File: src/rtl/rng_health_pkg.sv
// rng_health_pkg
//   Shared types and helpers for the RNG health monitor.
//   - health_state_t : encoding of the health FSM state, also published on state_o
//   - grade_pass     : a word passes only when every criterion flag is set
package rng_health_pkg;

   typedef enum logic [1:0] {
      WARMUP  = 2'd0,
      OK      = 2'd1,
      SUSPECT = 2'd2,
      ALARM   = 2'd3
   } health_state_t;

   function automatic logic grade_pass(
      input logic v1_ok,
      input logic vcs_ok,
      input logic l0_ok,
      input logic l1_ok
   );
      return v1_ok & vcs_ok & l0_ok & l1_ok;
   endfunction

endpackage

File: src/rtl/health_fifo.sv
// health_fifo
//   Synchronous FIFO, WORD_SIZE x DEPTH (DEPTH a power of 2, >= 2), with a
//   registered head word.
//   Ports:
//     clk, rst    clock and synchronous active-high reset
//     push, din   write request and data (ignored when full unless popping)
//     pop         read request (ignored when empty)
//     dout        registered head word, stable while not popped
//     valid       FIFO non-empty
//     full        FIFO holds DEPTH words
module health_fifo #(
   parameter int WORD_SIZE = 32,
   parameter int DEPTH     = 4
) (
   input  logic                 clk,
   input  logic                 rst,
   input  logic                 push,
   input  logic [WORD_SIZE-1:0] din,
   input  logic                 pop,
   output logic [WORD_SIZE-1:0] dout,
   output logic                 valid,
   output logic                 full
);

   localparam int AW = (DEPTH > 1) ? $clog2(DEPTH) : 1;

   logic [WORD_SIZE-1:0] mem [DEPTH];
   logic [AW-1:0]        rd_ptr;
   logic [AW-1:0]        wr_ptr;
   logic [AW-1:0]        rd_ptr_inc;
   logic [AW:0]          count;
   logic                 do_pop;
   logic                 do_push;

   assign valid      = (count != '0);
   assign full       = (count == (AW+1)'(DEPTH));
   assign do_pop     = pop & valid;
   // When full, a push is only taken if the head leaves on the same edge.
   assign do_push    = push & (~full | do_pop);
   assign rd_ptr_inc = rd_ptr + 1'b1;

   always_ff @(posedge clk) begin
      if (do_push) begin
         mem[wr_ptr] <= din;
      end
   end

   always_ff @(posedge clk) begin
      if (rst) begin
         rd_ptr <= '0;
         wr_ptr <= '0;
         count  <= '0;
         dout   <= '0;
      end else begin
         if (do_push) begin
            wr_ptr <= wr_ptr + 1'b1;
         end
         if (do_pop) begin
            rd_ptr <= rd_ptr_inc;
         end
         unique case ({do_push, do_pop})
            2'b10:   count <= count + 1'b1;
            2'b01:   count <= count - 1'b1;
            default: count <= count;
         endcase
         // Head register: next stored word after a pop, or the incoming word
         // when it becomes the new head (empty FIFO or last word leaving).
         if (do_pop) begin
            if (count > (AW+1)'(1)) begin
               dout <= mem[rd_ptr_inc];
            end else if (do_push) begin
               dout <= din;
            end
         end else if (do_push && !valid) begin
            dout <= din;
         end
      end
   end

endmodule

File: src/rtl/rng_health_monitor.sv
// rng_health_monitor
//   Grades analysed RNG words, tracks source health with a
//   WARMUP/OK/SUSPECT/ALARM FSM and forwards words graded in OK through a
//   small ready/valid FIFO.
//   Ports:
//     clk, rst                       clock, synchronous active-high reset
//     in_valid, in_data              analysed word stream
//     v1_ok, vcs_ok, l0_ok, l1_ok    criterion flags aligned with in_data
//     out_valid, out_ready, out_data forwarded word stream (FIFO head)
//     alarm, state_o                 health status
//     drop_cnt                       saturating count of words lost to a full FIFO
//     win_pass, win_done             pass count of the last completed window + pulse
module rng_health_monitor
   import rng_health_pkg::*;
#(
   parameter int WORD_SIZE    = 32,
   parameter int WARMUP_WORDS = 4,
   parameter int FAIL_THR     = 3,
   parameter int RECOVER_THR  = 8,
   parameter int WIN          = 256,
   parameter int FIFO_DEPTH   = 4,
   parameter int CNT_W        = 16
) (
   input  logic                       clk,
   input  logic                       rst,
   input  logic                       in_valid,
   input  logic [WORD_SIZE-1:0]       in_data,
   input  logic                       v1_ok,
   input  logic                       vcs_ok,
   input  logic                       l0_ok,
   input  logic                       l1_ok,
   output logic                       out_valid,
   input  logic                       out_ready,
   output logic [WORD_SIZE-1:0]       out_data,
   output logic                       alarm,
   output logic [1:0]                 state_o,
   output logic [CNT_W-1:0]           drop_cnt,
   output logic [$clog2(WIN+1)-1:0]   win_pass,
   output logic                       win_done
);

   localparam int WW = $clog2(WARMUP_WORDS + 1);
   localparam int FW = $clog2(FAIL_THR + 1);
   localparam int PW = $clog2(RECOVER_THR + 1);
   localparam int NW = $clog2(WIN + 1);

   localparam logic [WW-1:0] WARM_LAST = WW'(WARMUP_WORDS - 1);
   localparam logic [FW-1:0] FAIL_LAST = FW'(FAIL_THR - 1);
   localparam logic [PW-1:0] REC_LAST  = PW'(RECOVER_THR - 1);
   localparam logic [NW-1:0] WIN_LAST  = NW'(WIN - 1);

   health_state_t  state;
   logic [WW-1:0]  warm_cnt;
   logic [FW-1:0]  fail_cnt;
   logic [PW-1:0]  pass_cnt;
   logic [NW-1:0]  win_cnt;
   logic [NW-1:0]  acc;

   logic           pass;
   logic           graded;
   logic           forward;
   logic           fifo_full;
   logic           drop;

   assign pass    = grade_pass(v1_ok, vcs_ok, l0_ok, l1_ok);
   assign graded  = in_valid && (state != WARMUP);
   assign forward = in_valid && (state == OK) && pass;
   // A full FIFO still takes the word if the consumer pops on the same edge.
   assign drop    = forward && fifo_full && !out_ready;
   assign state_o = state;

   always_ff @(posedge clk) begin
      if (rst) begin
         state    <= WARMUP;
         alarm    <= 1'b0;
         warm_cnt <= '0;
         fail_cnt <= '0;
         pass_cnt <= '0;
      end else if (in_valid) begin
         unique case (state)
            WARMUP: begin
               if (warm_cnt == WARM_LAST) begin
                  state    <= OK;
                  warm_cnt <= '0;
               end else begin
                  warm_cnt <= warm_cnt + 1'b1;
               end
            end
            OK: begin
               if (!pass) begin
                  state    <= SUSPECT;
                  fail_cnt <= FW'(1);
               end
            end
            SUSPECT: begin
               if (pass) begin
                  state    <= OK;
                  fail_cnt <= '0;
               end else if (fail_cnt == FAIL_LAST) begin
                  state    <= ALARM;
                  alarm    <= 1'b1;
                  fail_cnt <= fail_cnt + 1'b1;
                  pass_cnt <= '0;
               end else begin
                  fail_cnt <= fail_cnt + 1'b1;
               end
            end
            ALARM: begin
               if (!pass) begin
                  pass_cnt <= '0;
               end else if (pass_cnt == REC_LAST) begin
                  state    <= OK;
                  alarm    <= 1'b0;
                  fail_cnt <= '0;
                  pass_cnt <= '0;
               end else begin
                  pass_cnt <= pass_cnt + 1'b1;
               end
            end
            default: state <= WARMUP;
         endcase
      end
   end

   // Window statistics over graded words; win_pass includes the closing word.
   always_ff @(posedge clk) begin
      if (rst) begin
         win_cnt  <= '0;
         acc      <= '0;
         win_pass <= '0;
         win_done <= 1'b0;
      end else begin
         win_done <= 1'b0;
         if (graded) begin
            if (win_cnt == WIN_LAST) begin
               win_pass <= acc + NW'(pass);
               win_done <= 1'b1;
               win_cnt  <= '0;
               acc      <= '0;
            end else begin
               win_cnt <= win_cnt + 1'b1;
               acc     <= acc + NW'(pass);
            end
         end
      end
   end

   always_ff @(posedge clk) begin
      if (rst) begin
         drop_cnt <= '0;
      end else if (drop && (drop_cnt != '1)) begin
         drop_cnt <= drop_cnt + 1'b1;
      end
   end

   health_fifo #(
      .WORD_SIZE (WORD_SIZE),
      .DEPTH     (FIFO_DEPTH)
   ) u_fifo (
      .clk   (clk),
      .rst   (rst),
      .push  (forward),
      .din   (in_data),
      .pop   (out_ready),
      .dout  (out_data),
      .valid (out_valid),
      .full  (fifo_full)
   );

endmodule

File: config.mk
export PLATFORM = sky130hd
export DESIGN_NAME = rng_health_monitor
export DESIGN_NICKNAME = d
export VERILOG_FILES = /design/src/rtl/rng_health_pkg.sv /design/src/rtl/health_fifo.sv /design/src/rtl/rng_health_monitor.sv
export SDC_FILE = /design/constraint.sdc
export NUM_CORES = 1
export LEC_CHECK = 0
export CAP_MARGIN = 20
export CELL_PAD_IN_SITES_DETAIL_PLACEMENT = 0
export CELL_PAD_IN_SITES_GLOBAL_PLACEMENT = 1
export CORE_MARGIN = 2
export CORE_UTILIZATION = 35
export CTS_CLUSTER_SIZE = 10
export DETAILED_ROUTE_END_ITERATION = 10
export PLACE_DENSITY = 0.61
export RECOVER_POWER = 50
export SLEW_MARGIN = 10
export SYNTH_ARGS = -nofsm -noshare
export SYNTH_HDL_FRONTEND = slang
export SYNTH_SLANG_ARGS = --single-unit
File: constraint.sdc
create_clock -name clk -period 6.23 [get_ports clk]
set_input_delay 1.246 -clock clk [delete_from_list [all_inputs] [get_ports clk]]
set_output_delay 1.246 -clock clk [all_outputs]
set_load 0.02 [all_outputs]
==> summary.md <==
| Metric | Value |
|---|---|
| Max Freq | roughly 270 MHz |
| Relative slew margins | -57.2% |
| Met1 Wirelength | 8590 µm |
| Cells after DPL | 1102 |
| Met3 wire len | a little under 1000 µm |
| CTS Root Cell | clkbuf_16 |
| Global-route wire length before repair | around 32000 µm |
| Grt total ovfl | 0 |
| Number of synthesized register bits | around 220 |
| Detailed Place HPWL | about 12000 µm |
| Synth top area share | 41.4% |
| Layout cells sized above 1 | roughly 11% |
| WL final | 19500 µm |
| Area of the mapped netlist | just over 9000 µm² |
| Die area | roughly 28000 µm² |
| Clock insertion delay at the later pin of the skew report | approximately 540 ps |
| Pre-CTS WS | between 1500 and 2000 ps |
| Worst path cell trace | inv_1, ha_1, and2b_2, inv_1, clkdlybuf4s50_1 |
| DR DRC count | 0 |
| Slew Viols, Final | a little over 50 |
| Reg2reg end | win_pass[1] |
| Final cell count without fillers | ~1200 |
| Setup_tns | 0 ps |
| Cell variety after synth | 55 |
| CP Max Fanout | 8 |
| Layout area overhead | 22.8% |
| Worst IR Drop VDD | roughly 0.15 mV |
| Final worst slack | approximately 2500 ps |
| Least-Margin Pin Slew | 2360 ps |
| Hold Buf Count CTS | 0 |
| Core Box Area | roughly 26000 µm² |
| Origin of the worst min-delay path | warm_cnt[2] |
| Clock tree buffer depth | 3 |
| Fillers | roughly 2400 |
| Post-synthesis sequential area ratio | between 60% and 70% |
| Status | complete, but fails checks |
| Mean Syn Cell Area | approximately 13 µm² |
| Chip height | between 150 and 200 µm |
| Max_cap viols | 1 |
| Final Hold Viols | 0 |
| Synth Flop Type | edfxtp_1 |
| CTS tree | done |
| Max layer used | met4 |
| Dominant cell type by area after synthesis | edfxtp_1 |
| Post-CTS setup buffer count | 0 |
| Min cycle time layout | 3710 ps |
| Crit-path max cell delay | ~670 ps |
| Crit path depth | 5 |
| CP arrival | 2460 ps |
| Initial antenna violation count | 1 |
| Rows | 59 |
| Top cell types by occurrence after synthesis | 128 x edfxtp_1, 95 x dfxtp_1, 86 x nor2_1 |
| Pwr dens | between 300 and 400 nW/µm² |
| Vias/cell | approximately 5 |
| Met2 WL | roughly 9500 µm |
| Slowest-stage cell, CP | clkdlybuf4s50_1 |
| CTS sink cnt | 223 |
| Starting density of the core | 35.6% |
| GRT Util Overall | 14.1% |
| Worst endpoint required time | between 4000 and 5000 ps |
| DRT iter0 DRCs | around 280 |
| IO Count | approximately 100 |
| Failing checks | max-capacitance violations, max-slew violations |
| Reg2reg setup slack | 3400 ps |
| RSZ-0062 raised after global routing | no |
| FF/Latch Area | approximately 5700 µm² |
| Pleak | 4.02 nW |
| Largest net degree at the start of global routing | 65 |
| Vias | between 5000 and 6000 |
| Final setup viols | 0 |
| Main area contributors after synthesis | edfxtp_1 41%, dfxtp_1 20%, mux4_2 7.8% |
| Async SR Flop Fraction | 0% |
| Post_cts resized | 0 |
| Layout Skew | about 21 ps |
| Startpoint types | flip-flop |
| Syn. warnings | 0 |
| Worst hold-check path type | flip-flop to flip-flop |
| Crit Path Class | flip-flop to primary output |
| Multi-input logic area | between 3000 and 4000 µm² |
| FF-to-FF path depth | 7 |
| Mapped Nets | 759 |
| Hold Path Sink | warm_cnt[2] |
| Post-synth EDFFs | 128 |
| Critical path buffers and inverters | 3 |
| Post-Synthesis Cells | ~700 |
| Vias in the first global route | approximately 6100 |
| Cell with the most instances after synthesis | edfxtp_1 |
| H-tree depth | 1 |
| Die width | around 170 µm |
| Most frequent CP cell | inv_1 |
| Pwr Total | between 3 and 4 mW |
| Critical R2R Launch | state_o[1] |
| Hold depth | 2 |
| ANT nets after route | 0 |
| CTS buffer count | 27 |
| Layout net count | 857 |
| First-pass iteration count of the detailed router | 4 |
| GPL Wtd Cong | about 0.72 |
| Routed WL per cell | between 15 and 20 µm |
| Worst Setup End Kind | primary output |
| Family with the most delay on the worst path | buffers and inverters |
| Final cycle utilization of the critical path | about three fifths |
| Port buffer count | a little over 100 |
| Worst-path clk slew | 60 ps |
## worst max-delay path by stage
stage | start | to | slack (ps)
after CTS | u_fifo.count[1] | out_valid | 2460
after global routing | u_fifo.count[1] | out_valid | 2320
after global placement | in_valid | win_pass[1] | 2120
final | u_fifo.count[1] | out_valid | 2520
after detailed placement | in_valid | win_pass[3] | 1970
after floorplan | l0_ok | win_pass[8] | 3500
## final cells by class
type / count / area share [%]
Clock inverter: 2 / 0.241
Antenna cell: 1 / 0.0219
Tap cell: 335 / 3.67
Sequential cell: 223 / 50.4
Clock buffer: 48 / 6.88
Multi-Input combinational cell: 424 / 29.2
Inverter: 15 / 0.494
Timing Repair Buffer: 106 / 9.11
## metal layers
metal	track usage, %	vias to the layer above
li1	-	2826
met1	18.4	2919
met2	23.7	107
met3	2.83	28
met4	3.94	0
met5	0	-
## worst register-to-register path, delay by kind of cell (launching register included)
| family | cells | cell delay, ps |
|---|---|---|
| mux | 1 | 260 |
| buf+inv | 1 | 110 |
| flops | 1 | 400 |
| simple gates | 4 | 1660 |
| fa+ha+maj | 1 | 260 |
## registers in the layout (all words and copies together) (netlist names), 3 cells and up
signal and flops:
drop_cnt 16, u_fifo.count 3, warm_cnt 3, u_fifo.mem 128, win_pass 9, acc 9, win_cnt 9, u_fifo.dout 32
pass_cnt 4
## per-stage QoR
| stage | utilization (%) | hold WS [ps] | cell area [µm²] |
|---|---|---|---|
| after global routing | 43.8 | 466 | 11400 |
| after global placement | 40.7 | 419 | 10600 |
| after floorplan | - | 409 | 9290 |
| after CTS | 43.8 | 434 | 11400 |
| after detailed placement | 40.7 | 425 | 10600 |
| final | 43.8 | 429 | 11400 |
## layout by cell type (no fill, tap or decap), types with 16 or more instances in the layout
| cell | count |
|---|---|
| nor2_1 | 86 |
| a211oi_1 | 42 |
| ha_1 | 20 |
| clkbuf_16 | 27 |
| mux4_2 | 32 |
| dlygate4sd3_1 | 80 |
| nand3_1 | 21 |
| mux2i_1 | 38 |
| nand2_1 | 29 |
| xnor2_1 | 16 |
| clkbuf_1 | 19 |
| clkdlybuf4s50_1 | 20 |
| dfxtp_1 | 93 |
| edfxtp_1 | 128 |
| a21oi_1 | 21 |
## cell families after synthesis
| family | count (synthesis) | share of synthesized area [%] |
|---|---|---|
| compound gates | 92 | 6.60 |
| xor+xnor | 28 | 2.64 |
| fa+ha+maj | 20 | 2.69 |
| buf+inv | 52 | 2.44 |
| flops | 223 | 61.9 |
| mux | 71 | 12.0 |
| simple gates | 213 | 11.8 |
## power breakdown
| group | internal (mW) | switching [mW] |
|---|---|---|
| clock network | 0.848 | 0.579 |
| registers | 1.60 | 0.0797 |
| logic | 0.218 | 0.229 |
| total | 2.67 | 0.888 |
(Power assumes the default switching activity.)
